File: config.mk
export PLATFORM = sky130hd
export DESIGN_NAME = cla_sub64_pipe
export DESIGN_NICKNAME = d
export VERILOG_FILES = /design/src/rtl/cla_sub64_pipe_pkg.sv /design/src/rtl/sub16_cla.sv /design/src/rtl/cla_sub64_pipe.sv
export SDC_FILE = /design/constraint.sdc
export NUM_CORES = 1
export LEC_CHECK = 0
export ABC_AREA = 1
export BUFFER_PORTS_ARGS = -buffer_cell sky130_fd_sc_hd__buf_4
export CAP_MARGIN = 15
export CORE_UTILIZATION = 40
export CTS_CLUSTER_SIZE = 25
export DETAILED_ROUTE_END_ITERATION = 7
export SLEW_MARGIN = 10
export SYNTH_ARGS = -nofsm -noshare
export SYNTH_HDL_FRONTEND = slang
export SYNTH_SLANG_ARGS = --single-unit
export TNS_END_PERCENT = 5
File: constraint.sdc
create_clock -name clock -period 14.8 [get_ports clock]
set_clock_uncertainty 0.15 [all_clocks]
set_input_delay 1.48 -clock clock [delete_from_list [all_inputs] [get_ports clock]]
set_output_delay 1.48 -clock clock [all_outputs]
set_load 0.02 [all_outputs]
File: src/rtl/cla_sub64_pipe_pkg.sv
// Shared definitions for the pipelined 64-bit carry-lookahead subtractor.
//   WIDTH      - operand / result width
//   SLICE_W    - bits resolved per pipeline stage
//   NUM_STAGES - number of pipeline stages (WIDTH / SLICE_W)
//   stage_t    - contents of one pipeline stage register
//   STAGE_RST  - reset value of a stage register
package cla_sub64_pipe_pkg;

    localparam int WIDTH      = 64;
    localparam int SLICE_W    = 16;
    localparam int NUM_STAGES = 4;

    typedef struct packed {
        logic             valid;
        logic             carry;     // carry out of the slice just computed
        logic             zero_acc;  // all diff slices computed so far are zero
        logic [WIDTH-1:0] diff;      // diff bits produced so far
        logic [WIDTH-1:0] op1_rem;   // minuend, still needed by later slices
        logic [WIDTH-1:0] op2_rem;   // subtrahend, still needed by later slices
    } stage_t;

    // Carry resets to 1 so that the exported borrow (inverted carry)
    // comes out of reset as 0.
    localparam stage_t STAGE_RST = '{
        valid:    1'b0,
        carry:    1'b1,
        zero_acc: 1'b0,
        diff:     '0,
        op1_rem:  '0,
        op2_rem:  '0
    };

endpackage

File: src/rtl/sub16_cla.sv
// Combinational 16-bit adder slice used for subtraction (a + b_inv + cin).
// Four 4-bit carry-lookahead groups with a second lookahead level across
// the groups.
//   a     - minuend slice
//   b_inv - inverted subtrahend slice
//   cin   - carry in (1 for the lowest slice of a subtraction)
//   s     - sum / difference slice
//   cout  - carry out of bit 15
//   z     - 1 when s is all zeros
module sub16_cla
    import cla_sub64_pipe_pkg::*;
(
    input  logic [SLICE_W-1:0] a,
    input  logic [SLICE_W-1:0] b_inv,
    input  logic               cin,
    output logic [SLICE_W-1:0] s,
    output logic               cout,
    output logic               z
);

    logic [SLICE_W-1:0] p;
    logic [SLICE_W-1:0] g;
    logic [SLICE_W-1:0] c;      // carry into each bit
    logic [3:0]         grp_p;
    logic [3:0]         grp_g;
    logic [4:0]         grp_c;  // carry into each 4-bit group, [4] = cout

    assign p = a ^ b_inv;
    assign g = a & b_inv;

    generate
        for (genvar gi = 0; gi < 4; gi++) begin : g_grp
            localparam int B = 4 * gi;
            assign c[B]   = grp_c[gi];
            assign c[B+1] = g[B] | (p[B] & grp_c[gi]);
            assign c[B+2] = g[B+1] | (p[B+1] & g[B]) | (p[B+1] & p[B] & grp_c[gi]);
            assign c[B+3] = g[B+2] | (p[B+2] & g[B+1]) | (p[B+2] & p[B+1] & g[B])
                          | (p[B+2] & p[B+1] & p[B] & grp_c[gi]);
            assign grp_p[gi] = &p[B+3:B];
            assign grp_g[gi] = g[B+3] | (p[B+3] & g[B+2]) | (p[B+3] & p[B+2] & g[B+1])
                             | (p[B+3] & p[B+2] & p[B+1] & g[B]);
        end
    endgenerate

    // Second-level lookahead: group carries straight from cin, no ripple.
    assign grp_c[0] = cin;
    assign grp_c[1] = grp_g[0] | (grp_p[0] & cin);
    assign grp_c[2] = grp_g[1] | (grp_p[1] & grp_g[0]) | (grp_p[1] & grp_p[0] & cin);
    assign grp_c[3] = grp_g[2] | (grp_p[2] & grp_g[1]) | (grp_p[2] & grp_p[1] & grp_g[0])
                    | (grp_p[2] & grp_p[1] & grp_p[0] & cin);
    assign grp_c[4] = grp_g[3] | (grp_p[3] & grp_g[2]) | (grp_p[3] & grp_p[2] & grp_g[1])
                    | (grp_p[3] & grp_p[2] & grp_p[1] & grp_g[0])
                    | (grp_p[3] & grp_p[2] & grp_p[1] & grp_p[0] & cin);

    assign s    = p ^ c;
    assign cout = grp_c[4];
    assign z    = ~|s;

endmodule

File: src/rtl/cla_sub64_pipe.sv
// Four-stage pipelined 64-bit subtractor, diff = op1 - op2 (mod 2^64).
// Stage k resolves bits [16k+15:16k]; the carry between slices travels in
// the stage registers. Global stall, per-stage valid bits, synchronous flush.
//   clock, reset        - rising-edge clock, asynchronous active-high reset
//   in_valid / in_ready - input handshake for op1 / op2
//   op1, op2            - minuend, subtrahend
//   flush               - drop everything in flight at the next edge
//   out_valid/out_ready - output handshake for diff / borrow / zero
//   diff, borrow, zero  - result, op2 > op1 (unsigned), diff == 0
module cla_sub64_pipe
    import cla_sub64_pipe_pkg::*;
(
    input  logic             clock,
    input  logic             reset,
    input  logic             in_valid,
    output logic             in_ready,
    input  logic [WIDTH-1:0] op1,
    input  logic [WIDTH-1:0] op2,
    input  logic             flush,
    output logic             out_valid,
    input  logic             out_ready,
    output logic [WIDTH-1:0] diff,
    output logic             borrow,
    output logic             zero
);

    stage_t stage_q [NUM_STAGES];
    stage_t stage_d [NUM_STAGES];

    logic               stall;
    logic               in_fire;
    logic [SLICE_W-1:0] slice_a     [NUM_STAGES];
    logic [SLICE_W-1:0] slice_b_inv [NUM_STAGES];
    logic               slice_cin   [NUM_STAGES];
    logic [SLICE_W-1:0] slice_s     [NUM_STAGES];
    logic               slice_cout  [NUM_STAGES];
    logic               slice_z     [NUM_STAGES];

    assign stall    = stage_q[NUM_STAGES-1].valid && !out_ready;
    assign in_ready = !stall;
    assign in_fire  = in_valid && in_ready;

    // Slice 0 works straight off the inputs; later slices off the
    // previous stage register. The +1 of two's complement enters as cin.
    always_comb begin
        slice_a[0]     = op1[SLICE_W-1:0];
        slice_b_inv[0] = ~op2[SLICE_W-1:0];
        slice_cin[0]   = 1'b1;
        for (int k = 1; k < NUM_STAGES; k++) begin
            slice_a[k]     = stage_q[k-1].op1_rem[k*SLICE_W +: SLICE_W];
            slice_b_inv[k] = ~stage_q[k-1].op2_rem[k*SLICE_W +: SLICE_W];
            slice_cin[k]   = stage_q[k-1].carry;
        end
    end

    generate
        for (genvar gi = 0; gi < NUM_STAGES; gi++) begin : g_slice
            sub16_cla u_slice (
                .a     (slice_a[gi]),
                .b_inv (slice_b_inv[gi]),
                .cin   (slice_cin[gi]),
                .s     (slice_s[gi]),
                .cout  (slice_cout[gi]),
                .z     (slice_z[gi])
            );
        end
    endgenerate

    always_comb begin
        stage_d = stage_q;
        if (flush) begin
            // Valid bits only; data is left as it was.
            for (int k = 0; k < NUM_STAGES; k++) begin
                stage_d[k].valid = 1'b0;
            end
        end else if (!stall) begin
            stage_d[0].valid    = in_fire;
            stage_d[0].carry    = slice_cout[0];
            stage_d[0].zero_acc = slice_z[0];
            stage_d[0].diff     = {{(WIDTH-SLICE_W){1'b0}}, slice_s[0]};
            stage_d[0].op1_rem  = op1;
            stage_d[0].op2_rem  = op2;
            for (int k = 1; k < NUM_STAGES; k++) begin
                stage_d[k]                            = stage_q[k-1];
                stage_d[k].carry                      = slice_cout[k];
                stage_d[k].zero_acc                   = stage_q[k-1].zero_acc & slice_z[k];
                stage_d[k].diff[k*SLICE_W +: SLICE_W] = slice_s[k];
            end
        end
    end

    always_ff @(posedge clock or posedge reset) begin
        if (reset) begin
            for (int k = 0; k < NUM_STAGES; k++) begin
                stage_q[k] <= STAGE_RST;
            end
        end else begin
            for (int k = 0; k < NUM_STAGES; k++) begin
                stage_q[k] <= stage_d[k];
            end
        end
    end

    assign out_valid = stage_q[NUM_STAGES-1].valid;
    assign diff      = stage_q[NUM_STAGES-1].diff;
    assign borrow    = ~stage_q[NUM_STAGES-1].carry;
    assign zero      = stage_q[NUM_STAGES-1].zero_acc;

endmodule

; ---- Word-level counts from Yosys, hierarchy flattened
; Cells that the tools add are included.
[word_totals]
wordCells = 546
output_inout_bits = 68
reg_bits = 684
in_bits = 133
[op_classes]
n_reduce_logical = 29
bitwise_logic = 487
n_eq_ne = 1
n_mux = 5
[op_table]
columns = op, n
row1 = 780-bit 2-to-1 mux, 1
row2 = 1-bit AND, 284
row3 = 1-bit bitwise OR, 184
row4 = 16-bit XOR, 8
row5 = 16-bit AND, 4
row6 = 16-bit NOT, 4
row7 = 4-bit AND reduction, 16
row8 = 16-bit OR reduction, 4
row9 = 1-bit zero test, 6
row10 = 1-bit 2-to-1 mux, 4
row11 = 1-bit NOT, 3
row12 = 1-bit logical AND, 2
row13 = 2-bit != test (second input constant), 1
row14 = 2-bit AND reduction, 1

; ---- Depth between registers and ports, before layout
[depth]
ltp_word = 18
depth_mapped = 24
ltp_nobuf = 24

; ---- Hierarchy
; A second synthesis with hierarchy kept.
[hier_totals]
cells_unflattened = 2266
hier_area_um2 = 18441.4
[by_module_without_submodules]
columns = mod, seq_area_each_um2, area_each_um2, n_inst, cells_per_inst
row1 = cla_sub64_pipe, 9113.7, 15107.0, 1, 1717
row2 = sub16_cla (g_slice[1].u_slice ...), 0.0, 818.3, 2, 137
row3 = sub16_cla (g_slice[0].u_slice), 0.0, 868.3, 1, 143
row4 = sub16_cla (g_slice[3].u_slice), 0.0, 829.5, 1, 132

; ---- Worst setup path after synthesis
; Ideal clock, no wire load.
[synth_timing]
kind = input port to flip-flop
startpoint = input port op2[1]
endpoint = register stage_q[777] (netlist name)
required_ns = 14.585
t_arrival_ns = 3.666
setup_ns = 0.065
path_stages = 24
n_path_buf = 0
slack_ns = 10.919
cell_sequence = inv_1 -> ha_1 -> nand2_1 -> nand3b_2 -> nand2_1 -> nand2_2 -> nand2_1 -> nand2_2 -> nand2_1 -> nand2_2 -> inv_1 -> fa_1 -> inv_1 -> nor2_1 -> nand2_1 -> nor2_1 -> nand3_1 -> nor2_1 -> nand3_1 -> nor2_1 -> nand2_1 -> nor2_1 -> nand3_1 -> nand2_1
[synth_via]
elab_chain_len = 13
word_cells_on_any_way = 50
classes_between = 47 x bitwise / 3 x reduce/logical
[synth_rtl]
columns = item, line
row1 = start: declaration, cla_sub64_pipe.sv:18  ; input logic [WIDTH-1:0] op2,
row2 = 16-bit NOT *, cla_sub64_pipe.sv:47  ; slice_b_inv[0] = ~op2[SLICE_W-1:0];
row3 = 16-bit AND / 16-bit XOR (equally long branches), "sub16_cla.sv:29, sub16_cla.sv:28"
row4 = "1-bit AND, on equally long branches", "sub16_cla.sv:40, sub16_cla.sv:41"
row5 = 1-bit bitwise OR / 1-bit AND (equally long branches), "sub16_cla.sv:40, sub16_cla.sv:41"
row6 = 1-bit bitwise OR, sub16_cla.sv:41  ; | (p[B+3] & p[B+2] & p[B+1] & g[B]);
row7 = "1-bit AND, on equally long branches", "sub16_cla.sv:48, sub16_cla.sv:49"
row8 = "1-bit bitwise OR, on equally long branches", "sub16_cla.sv:48, sub16_cla.sv:49"
row9 = "1-bit bitwise OR, on equally long branches", "sub16_cla.sv:48, sub16_cla.sv:50"
row10 = "1-bit AND, on equally long branches", "sub16_cla.sv:35, sub16_cla.sv:36, sub16_cla.sv:38"
row11 = "1-bit bitwise OR, on equally long branches", "sub16_cla.sv:35, sub16_cla.sv:36, sub16_cla.sv:38"
row12 = 16-bit XOR *, sub16_cla.sv:55  ; assign s = p ^ c;
row13 = 16-bit OR reduction *, sub16_cla.sv:57  ; assign z = ~|s;
row14 = 1-bit zero test *, sub16_cla.sv:57
row15 = end signal: indexed assignment, cla_sub64_pipe.sv:99  ; stage_q[k] <= stage_d[k];
row16 = end: declaration, cla_sub64_pipe.sv:27  ; stage_t stage_q [NUM_STAGES];
; Mark *: on every way between the ends. The rest lies on a longest branch, timed or not.
; A chain may end at the register's enable or synchronous reset.

; ---- Worst setup path in the final report
[layout_timing]
startpoint = input port op1[1]
endpoint = register stage_q[777] (netlist name)
[layout_via]
elab_chain_len = 12
word_cells_on_any_way = 49
classes_between = 46 x bitwise / 3 x reduce/logical
[layout_rtl]
columns = item, line
row1 = start: declaration, cla_sub64_pipe.sv:17  ; input logic [WIDTH-1:0] op1,
row2 = 16-bit AND / 16-bit XOR (equally long branches), "sub16_cla.sv:29, sub16_cla.sv:28"
row3 = "1-bit AND, on equally long branches", "sub16_cla.sv:40, sub16_cla.sv:41"
row4 = 1-bit bitwise OR / 1-bit AND (equally long branches), "sub16_cla.sv:40, sub16_cla.sv:41"
row5 = 1-bit bitwise OR, sub16_cla.sv:41
row6 = "1-bit AND, on equally long branches", "sub16_cla.sv:48, sub16_cla.sv:49"
row7 = "1-bit bitwise OR, on equally long branches", "sub16_cla.sv:48, sub16_cla.sv:49"
row8 = "1-bit bitwise OR, on equally long branches", "sub16_cla.sv:48, sub16_cla.sv:50"
row9 = "1-bit AND, on equally long branches", "sub16_cla.sv:35, sub16_cla.sv:36, sub16_cla.sv:38"
row10 = "1-bit bitwise OR, on equally long branches", "sub16_cla.sv:35, sub16_cla.sv:36, sub16_cla.sv:38"
row11 = 16-bit XOR *, sub16_cla.sv:55
row12 = 16-bit OR reduction *, sub16_cla.sv:57
row13 = 1-bit zero test *, sub16_cla.sv:57
; Marked as above.

==> flow_summary.json <==
{
  "cp_data_required_time_ps": 15130,
  "crit_path_cell_trace": "buf_4 -> ha_1 -> nand2_1 -> nand3b_2 -> nand2_1 -> nand2_2 -> nand2_1 -> nand2_2 -> nand2_1 -> nand2_2 -> inv_1 -> fa_1 -> inv_1 -> nor2_1 -> nand2_1 -> nor2_1 -> nand3_1 -> nor2_1 -> nand3_1 -> nor2_1 -> nand2_1 -> nor2_1 -> nand3_1 -> nand2_1",
  "grt_pass1_wl_mm": 62.24,
  "io_pins": 201,
  "seqPwrFrac_pct": 42.4,
  "synth_compound_area_share_pct": 9.553,
  "io_buffers": 200,
  "cpPeakStageDelay_ps": 490,
  "ant_nets": 0,
  "route.detailed.wl_per_inst_microns": 13.52,
  "drv_slew": 0,
  "hold_buffers": 0,
  "p_int_mw": 2.054,
  "synthMuxAreaShare_pct": 0,
  "grt_pass1_vias": 12533,
  "synthesis.area_per_instance_sq_um": 8.506,
  "num_antenna_cells": 0,
  "gp_congestion": 0.8503,
  "setup_viol": 0,
  "rsz0062_at_grt": "false",
  "clkPwrFrac_pct": 33.0,
  "grtUsageTotal_pct": 17.38,
  "cts_max_level": 2,
  "die_width_microns": 210.0,
  "initial_core_util_pct": 40.88,
  "globalRouteOverflowTotal": 0,
  "antenna_found_initial": 1,
  "dpl.hpwl_mm": 24.95,
  "clockRootBuffer": "clkbuf_16",
  "p_leak_nw": 10.48,
  "drt_first_pass_iters": 7,
  "max_freq_ghz": 0.2727,
  "power.total_mw": 3.012,
  "synth_cells": 2034,
  "fin_crit_ps": 3668,
  "dieArea_sq_um": 44090,
  "drt_iter0_drc": 808,
  "cts_setup_buffers": 0,
  "tritoncts": "done",
  "switching_share_pct": 31.82,
  "clk_pin_slew_ps": 60,
  "power_frac_comb_pct": 24.6,
  "peakVddDrop_mv": 0.06893,
  "clk_latency_ps": 550,
  "synth_area_sq_um": 17300,
  "synth_top_family_by_area": "simple AND/OR/NAND/NOR gates",
  "synth_simple_gate_area_share_pct": 20.64,
  "crit_type": "in2reg",
  "numCtsBuffers": 41,
  "critPathLaunchType": "input pin",
  "crit_top_cell": "nand2_1",
  "via_per_inst": 4.653,
  "end_kind": "flop",
  "numClockSinks": 364,
  "fin_tns_setup_ps": 0,
  "dr_total_vias": 12783,
  "period_share_pct": 24.78,
  "max_slew_margin_pct": 31.96,
  "worstPathArrival_ps": 4000,
  "synth_nets": 2247,
  "crit_slowest_cell": "fa_1",
  "power_density_nw_per_um2": 150.0,
  "drive_above_1_share_pct": 14.42,
  "ctsLongestPathBuffers": 3,
  "ys_types": 38,
  "outcome": "completed",
  "cp_max_fo": 5,
  "grt_max_degree": 183,
  "fin_nets": 2354,
  "ys_seq_elements": 364,
  "ys_seq_area_share_pct": 52.68,
  "fp-row-count": 75,
  "die_h_microns": 210.0,
  "hold_path_class": "reg2reg",
  "drc": 0,
  "finalHoldViolCount": 0,
  "core_sq_um": 42320,
  "cap_violations": 0,
  "worst_pin_slew_ps": 1021,
  "yosys.area_share.adder_pct": 6.436,
  "routed_wl_mm": 37.13,
  "p_switching_mw": 0.9583,
  "synthXorXnorAreaFrac_pct": 0.5568,
  "syn_to_final_growth_pct": 16.06,
  "ctsResizeCount": 0,
  "synth_warnings": 0
}
routing by layer:
layer | GRT usage (%) | vias to the layer above | wire, microns
li1 | - | 6506 | -
met1 | 24.44 | 5987 | 17900
met2 | 27.36 | 229 | 16820
met3 | 2.890 | 59 | 1536
met4 | 5.764 | 2 | 863
met5 | 0 | - | 13
Yosys cell counts, drive strengths merged:
master  number  area [sq um]
o21bai       1         7.510
xor2         6         52.55
a21o         4         30.03
o21ai      261          1306
ha          65         813.3
dfstp        4         105.1
a22oi        1         7.510
and2         1         6.260
and3         6         37.54
o21a         3         22.52
nand2      716          2725
nor2        78         322.8
a31oi       13         81.33
nand4        9         62.56
xnor2        5         43.79
nand3       44         245.2
nand3b      17         131.4
clkinv       1         3.750
a211oi       1         7.510
clkbuf      29         108.9
a21oi       31         177.7
fa          15         300.3
dfrtp      360          9009
o22ai        2         12.51
nor3         5         40.04
inv        242         908.4
buf        114         733.2
final timing paths:
| path | startpoint | end | slack, ps | cells after the start |
|---|---|---|---|---|
| max in group asynchronous | reset | stage_q[618] | 12040 | 3 |
| worst max register to register | slice_a[25] | stage_q[387] | 11400 | 21 |
| worst max-delay path | op1[1] | stage_q[777] | 11130 | 24 |
| min in group asynchronous | reset | diff[7] | 940 | 2 |
| worst min register to register | stage_q[728] | stage_q[533] | 320 | 2 |
| worst min-delay path | stage_q[728] | stage_q[533] | 320 | 2 |
power by group through the flow:
stage / logic (mW) / registers [mW] / clock network, mW
global placement: 0.732 / 1.29 / 0
finish: 0.741 / 1.28 / 0.993
CTS: 0.754 / 1.28 / 1.02
detailed placement: 0.750 / 1.30 / 0
floorplan: 0.585 / 1.26 / 0
global route: 0.847 / 1.30 / 1.06
final cells by class:
| type | count | area [sq um] |
|---|---|---|
| Tap cell | 577 | 721.9 |
| Inverter | 243 | 927.1 |
| Clock buffer | 57 | 1169 |
| Sequential cell | 364 | 9114 |
| Fill cell | 4100 | 22240 |
| Multi-Input combinational cell | 1284 | 6434 |
| Clock inverter | 15 | 136.4 |
| Timing Repair Buffer | 207 | 1579 |
worst max-delay path, delay by kind of cell:
| family | cells | cell delay (ps) |
|---|---|---|
| adder cells (fa/ha/maj) | 2 | 830 |
| AND/OR/NAND/NOR | 19 | 1470 |
| buffers and inverters | 3 | 200 |
layout by cell type (no fill, tap or decap), drive strengths merged, types with 6 or more instances in the layout:
cell    count
a21oi      31
a31oi      13
and3        6
buf       207
clkbuf     57
clkinv     10
dfrtp     360
fa         15
ha         65
inv       243
nand2     716
nand3      44
nand3b     17
nand4       9
nor2       78
o21ai     261
xor2        6
cells by family (layout without fill, tap and decap cells):
| kind of cell | after synthesis | after routing |
|---|---|---|
| flip-flops | 364 | 364 |
| AND/OR/NAND/NOR | 876 | 876 |
| XOR/XNOR | 11 | 11 |
| buffers and inverters | 386 | 522 |
| AO/OA/AOI/OAI | 317 | 317 |
| adder cells (fa/ha/maj) | 80 | 80 |
flip-flops by register name (all words and copies together), names as in the netlist:
signal	count
out_valid	1
zero	1
slice_a	48
diff	64
stage_q	247
slice_cin	3
per-stage QoR:
step           hold slack (ps)  instances  setup slack, ps  area [sq um]  utilization, %
2_1_floorplan            292.2       2034             3073         17300               -
5_1_grt                  333.7       2747            10840         20080           47.45
3_5_place_dp             308.2       2675            10570         18780           44.36
4_1_cts                  317.3       2747            11150         20080           47.45
3_3_place_gp             305.1       2675            10580         18780           44.36
6_report                 315.2       2747            11130         20080           47.45
No activity file was read; power rests on OpenSTA's default activity.
